===== src/rtl/cpu_pkg.sv =====
// Shared definitions for the control-phase sequencer: state encoding and
// the opcode field layout used to recognise the STP instruction.
package cpu_pkg;

  typedef enum logic [2:0] {
    S_IDLE,
    S_FETCH,
    S_LOAD,
    S_EXEC1,
    S_EXEC2,
    S_PAUSE,
    S_HALT
  } state_t;

  localparam logic [4:0] OPC_STP = 5'b00000;
  localparam int         OPC_MSB = 15;
  localparam int         OPC_LSB = 11;

  function automatic logic is_stp(input logic [15:0] word);
    return word[OPC_MSB:OPC_LSB] == OPC_STP;
  endfunction

endpackage


===== src/rtl/cycle_sequencer_sat_counter.sv =====
// Saturating up-counter: advances by one per cycle with inc high and
// parks at all-ones instead of wrapping.
module sat_counter #(
  parameter int W = 16
) (
  input  logic         clk,
  input  logic         n_rst,
  input  logic         inc,
  output logic [W-1:0] count
);

  logic [W-1:0] count_q;
  logic [W-1:0] count_d;

  always_comb begin
    count_d = count_q;
    if (inc && (count_q != {W{1'b1}})) begin
      count_d = count_q + 1'b1;
    end
  end

  always_ff @(posedge clk or negedge n_rst) begin
    if (!n_rst) begin
      count_q <= '0;
    end else begin
      count_q <= count_d;
    end
  end

  assign count = count_q;

endmodule


===== src/rtl/cycle_sequencer.sv =====
// Fetch/load/execute phase sequencer feeding the instruction decoder, with
// STP halt, single-step pause handshake and saturating activity counters.
module cycle_sequencer
  import cpu_pkg::*;
#(
  parameter int CNT_W = 16
) (
  input  logic             clk,
  input  logic             n_rst,
  input  logic             start,
  input  logic [15:0]      instr,
  input  logic             extra1,
  input  logic             step_mode,
  input  logic             step_req,
  output logic             fe,
  output logic             e1,
  output logic             e2,
  output logic [15:0]      ir,
  output logic             busy,
  output logic             paused,
  output logic             halted,
  output logic             step_ack,
  output logic [CNT_W-1:0] instr_count,
  output logic [CNT_W-1:0] cycle_count
);

  state_t      state_q, state_d;
  logic [15:0] ir_q, ir_d;
  logic        fe_q, e1_q, e2_q, busy_q, paused_q, halted_q;
  logic        instr_done;

  always_comb begin
    state_d    = state_q;
    ir_d       = ir_q;
    instr_done = 1'b0;
    case (state_q)
      S_IDLE:  if (start) state_d = S_FETCH;
      S_FETCH: state_d = S_LOAD;
      S_LOAD: begin
        ir_d    = instr;
        state_d = S_EXEC1;
      end
      S_EXEC1: begin
        // STP wins over a second-execute request.
        if (is_stp(ir_q)) begin
          instr_done = 1'b1;
          state_d    = S_HALT;
        end else if (extra1) begin
          state_d = S_EXEC2;
        end else begin
          instr_done = 1'b1;
          state_d    = step_mode ? S_PAUSE : S_FETCH;
        end
      end
      S_EXEC2: begin
        instr_done = 1'b1;
        state_d    = step_mode ? S_PAUSE : S_FETCH;
      end
      S_PAUSE: if (step_req) state_d = S_FETCH;
      S_HALT:  state_d = S_HALT;
      default: state_d = S_IDLE;
    endcase
  end

  // Strobes are registered from the next state so they track state_q exactly.
  always_ff @(posedge clk or negedge n_rst) begin
    if (!n_rst) begin
      state_q  <= S_IDLE;
      ir_q     <= 16'h0000;
      fe_q     <= 1'b0;
      e1_q     <= 1'b0;
      e2_q     <= 1'b0;
      busy_q   <= 1'b0;
      paused_q <= 1'b0;
      halted_q <= 1'b0;
    end else begin
      state_q  <= state_d;
      ir_q     <= ir_d;
      fe_q     <= (state_d == S_FETCH);
      e1_q     <= (state_d == S_EXEC1);
      e2_q     <= (state_d == S_EXEC2);
      busy_q   <= (state_d == S_FETCH) || (state_d == S_LOAD) ||
                  (state_d == S_EXEC1) || (state_d == S_EXEC2);
      paused_q <= (state_d == S_PAUSE);
      halted_q <= (state_d == S_HALT);
    end
  end

  sat_counter #(.W(CNT_W)) u_instr_cnt (
    .clk   (clk),
    .n_rst (n_rst),
    .inc   (instr_done),
    .count (instr_count)
  );

  sat_counter #(.W(CNT_W)) u_cycle_cnt (
    .clk   (clk),
    .n_rst (n_rst),
    .inc   (busy_q),
    .count (cycle_count)
  );

  assign fe       = fe_q;
  assign e1       = e1_q;
  assign e2       = e2_q;
  assign ir       = ir_q;
  assign busy     = busy_q;
  assign paused   = paused_q;
  assign halted   = halted_q;
  assign step_ack = (state_q == S_PAUSE) && step_req;

endmodule


===== config.mk =====
export PLATFORM = sky130hd
export DESIGN_NAME = cycle_sequencer
export DESIGN_NICKNAME = d
export VERILOG_FILES = /design/src/rtl/cpu_pkg.sv /design/src/rtl/cycle_sequencer_sat_counter.sv /design/src/rtl/cycle_sequencer.sv
export SDC_FILE = /design/constraint.sdc
export NUM_CORES = 1
export LEC_CHECK = 0
export BUFFER_PORTS_ARGS = -buffer_cell sky130_fd_sc_hd__buf_2
export CAP_MARGIN = 15
export CORE_MARGIN = 4
export CORE_UTILIZATION = 47
export CTS_CLUSTER_DIAMETER = 50
export DETAILED_ROUTE_END_ITERATION = 16
export GPL_TIMING_DRIVEN = 0
export PLACE_DENSITY = 0.87
export SYNTH_ARGS = -nofsm -noshare
export SYNTH_HDL_FRONTEND = slang
export SYNTH_HIERARCHICAL = 1
export SYNTH_SLANG_ARGS = --single-unit

===== constraint.sdc =====
create_clock -name clk -period 2.35 [get_ports clk]
set_input_delay 0 -clock clk [delete_from_list [all_inputs] [get_ports clk]]
set_output_delay 0 -clock clk [all_outputs]
set_load 0.01 [all_outputs]

==> metrics.txt <==
die area 7310 um^2; Antenna Cells 0; Max-cap violations 0; DRT Pass-1 Iters 4; largest net degree at the start of global routing 38; drt wl/cell 16.2 um; clock root buffer clkbuf_8; YS warnings 6; Final WS setup 0.132 ns; final hold vios 0; Seq/Total Area, Yosys 0.505; CTS Buffer Depth 2; Synth area leaders dfrtp_1 51%, nand4_1 3.8%, nor4_4 3.8%; fin crit share 0.944; Hold Crit Class input pin to flip-flop; final setup fails 0; Post-Route WL 6.77 mm; Residual DRC 0; first-pass GRT wire length 11.3 mm; Core Area 5680 um^2; Setup WS pre-CTS -0.211 ns; status completed; CP max FO 4; Power, Total 4.16 mW; via count 2405; Synth cell types 46; Cells after Synth 235; number of flops mapped to enable cells by yosys 0; Final Wtd Congestion 0.860; initial antenna violation count 0; Row Count 27; clock slew at reported path FFs 0.07 ns; area grow syn2layout 32.7%; area of the multi-input gates 1360 um^2; I/O Buffers 76; RSZ-0062 raised after global routing no; Num CTS Buffers 9; Required @ worst endpoint 2.56 ns; HPWL Detailed 4.68 mm; filler cell count 428; CTS tree done; Finished Core Util 0.660; Placed Area 3310 um^2; H-tree depth 3; Synth area leader dfrtp_1; share of the synthesized area in the top cell type 0.505; share of post-route cells with drive strength above 1 0.395; worst skew pair latency 0.34 ns; post-route minimum period 2.22 ns; Slew @ Worst Pin 0.501 ns; Chip Height 85.5 um; Avg Cell Area, Syn 12.0 um^2; global-route usage over all layers 0.197; final instance area 3750 um^2; Async SR Flop Fraction 1.00; Setup CP Type flip-flop to flip-flop; TNS Setup 0 ns; initial DRC count 88; Max stage delay cell, worst path dfrtp_1; Max-slew headroom 0.666; vias per inst 5.74; GRT Residual Overflow 0; VDD IR max 612 uV; ys flop type dfrtp_1; syn_nets 259; pwr dens 1110 nW/um^2; Startpoint Class flip-flop; clock sinks 57; Setup crit end kind flip-flop; Setup Skew 0.00753 ns; CP peak stage delay 0.42 ns; Cell Chain, Critical Path nor4_4 -> a21oi_1 -> o31ai_4 -> buf_4 -> nand4_1 -> nor4_4 -> and4b_1 -> a21oi_1; Antenna Nets Post-Route 0; vias in the first global route 2334; fin. max-slew vios 0; die width 85.5 um; Initial Utilization 0.498; Critical Path AT 2.43 ns; I/O Pins 77; Register Area 1430 um^2; Lkg Pwr 1.77 nW; Syn Std Cell Area 2820 um^2; FF+latch count, synth 57; cell family with most CP delay simple AND/OR/NAND/NOR gates; Max Fclk 451 MHz; post-layout net count 366; Buf+Inv Stages, Crit Path 1
cell families (layout without fill, tap and decap cells):
kind of cell / count (synthesis) / count (layout) / synth area share
simple gates: 84 / 84 / 0.227
fa+ha+maj: 2 / 2 / 0.00886
mux: 17 / 17 / 0.0678
buf+inv: 11 / 123 / 0.0199
xor+xnor: 14 / 14 / 0.0434
compound gates: 50 / 50 / 0.128
flops: 57 / 57 / 0.505
final timing paths:
check	endpoint	start	slack, ns	cells past startpoint
setup / recovery	u_instr_cnt/count[15]	ir[11]	0.13	8
min in group asynchronous	ir[3]	n_rst	0.16	2
setup reg to reg	u_instr_cnt/count[15]	ir[11]	0.13	8
hold / removal	busy	extra1	0.04	3
hold reg to reg	ir[7]	ir[7]	0.48	1
max in group asynchronous	u_cycle_cnt/count[9]	n_rst	1.62	3
layout make-up:
type | instances | area share
Buffer | 5 | 0.00902
Clock buffer | 11 | 0.0404
Clock inverter | 5 | 0.0207
Inverter | 6 | 0.00601
Multi-Input combinational cell | 167 | 0.362
Sequential cell | 57 | 0.381
Tap cell | 72 | 0.0240
Timing Repair Buffer | 96 | 0.157
cells in the final DEF (no fill, tap or decap), types with 3 or more instances in the layout:
master and n:
and3_1 5, nand3_1 10, dlygate4sd3_1 18, nor4_4 5
o21a_1 10, xor2_1 4, nand4_1 17, inv_1 4
o31ai_4 3, xnor2_1 10, o21ai_0 5, dfrtp_1 57
nand2_1 13, mux2_2 8, clkbuf_8 11, buf_2 79
nor2_1 8, a31oi_1 8, a21oi_1 12, mux2_1 9
nor2_2 4
Yosys cell counts, types with 3 or more instances:
| master | number |
|---|---|
| dfrtp_1 | 57 |
| nand4_1 | 17 |
| nand2_1 | 14 |
| a21oi_1 | 12 |
| nand3_1 | 10 |
| o21a_1 | 10 |
| xnor2_1 | 10 |
| mux2_1 | 9 |
| a31oi_1 | 8 |
| mux2_2 | 8 |
| nor2_1 | 8 |
| and3_1 | 5 |
| nor4_4 | 5 |
| o21ai_0 | 5 |
| inv_1 | 4 |
| nor2_2 | 4 |
| xor2_1 | 4 |
| buf_2 | 3 |
state kept, by name, summed over array words and instances, names as in the netlist:
name               count
u_cycle_cnt/count     16
u_instr_cnt/count     16
paused                 1
state_q                3
ir                    16
busy                   1
e2                     1
e1                     1
halted                 1
fe                     1
per-layer routing:
| layer | track usage | part of all wire | wire (um) |
|---|---|---|---|
| met1 | 0.249 | 0.41 | 2810 |
| met3 | 0.0576 | 0.066 | 450 |
| met5 | 0 | 0 | 0 |
| met4 | 0.0892 | 0.023 | 154 |
| met2 | 0.311 | 0.50 | 3360 |
through the flow:
stage	hold WS (ns)	instances
2_1_floorplan	-0.296	235
3_3_place_gp	0.208	383
3_5_place_dp	-0.00108	384
4_1_cts	0.0207	418
5_1_grt	0.0494	419
6_report	0.0406	419
where the power goes:
group / switching [mW] / total, mW / internal (mW)
logic: 0.799 / 1.49 / 0.695
registers: 0.328 / 1.62 / 1.30
clock network: 0.393 / 1.04 / 0.651
worst register-to-register path: stages (launching register included):
cell     delay, ns
dfrtp_1       0.42
nor4_4        0.39
a21oi_1       0.18
o31ai_4       0.26
buf_4         0.18
nand4_1       0.14
nor4_4        0.23
and4b_1       0.23
a21oi_1       0.06
repair_timing:
| item | 4_1_cts | 5_1_grt |
|---|---|---|
| hold buffers | 18 | 0 |
| pin swaps | 0 | 1 |
| endpoints found under the setup margin | 13 | 10 |
| endpoints found under the hold margin | 37 | 0 |
| cloned | 0 | 0 |
| buffers inserted | 0 | 1 |
| resized for setup | 1 | 2 |
(Power assumes the default switching activity.)
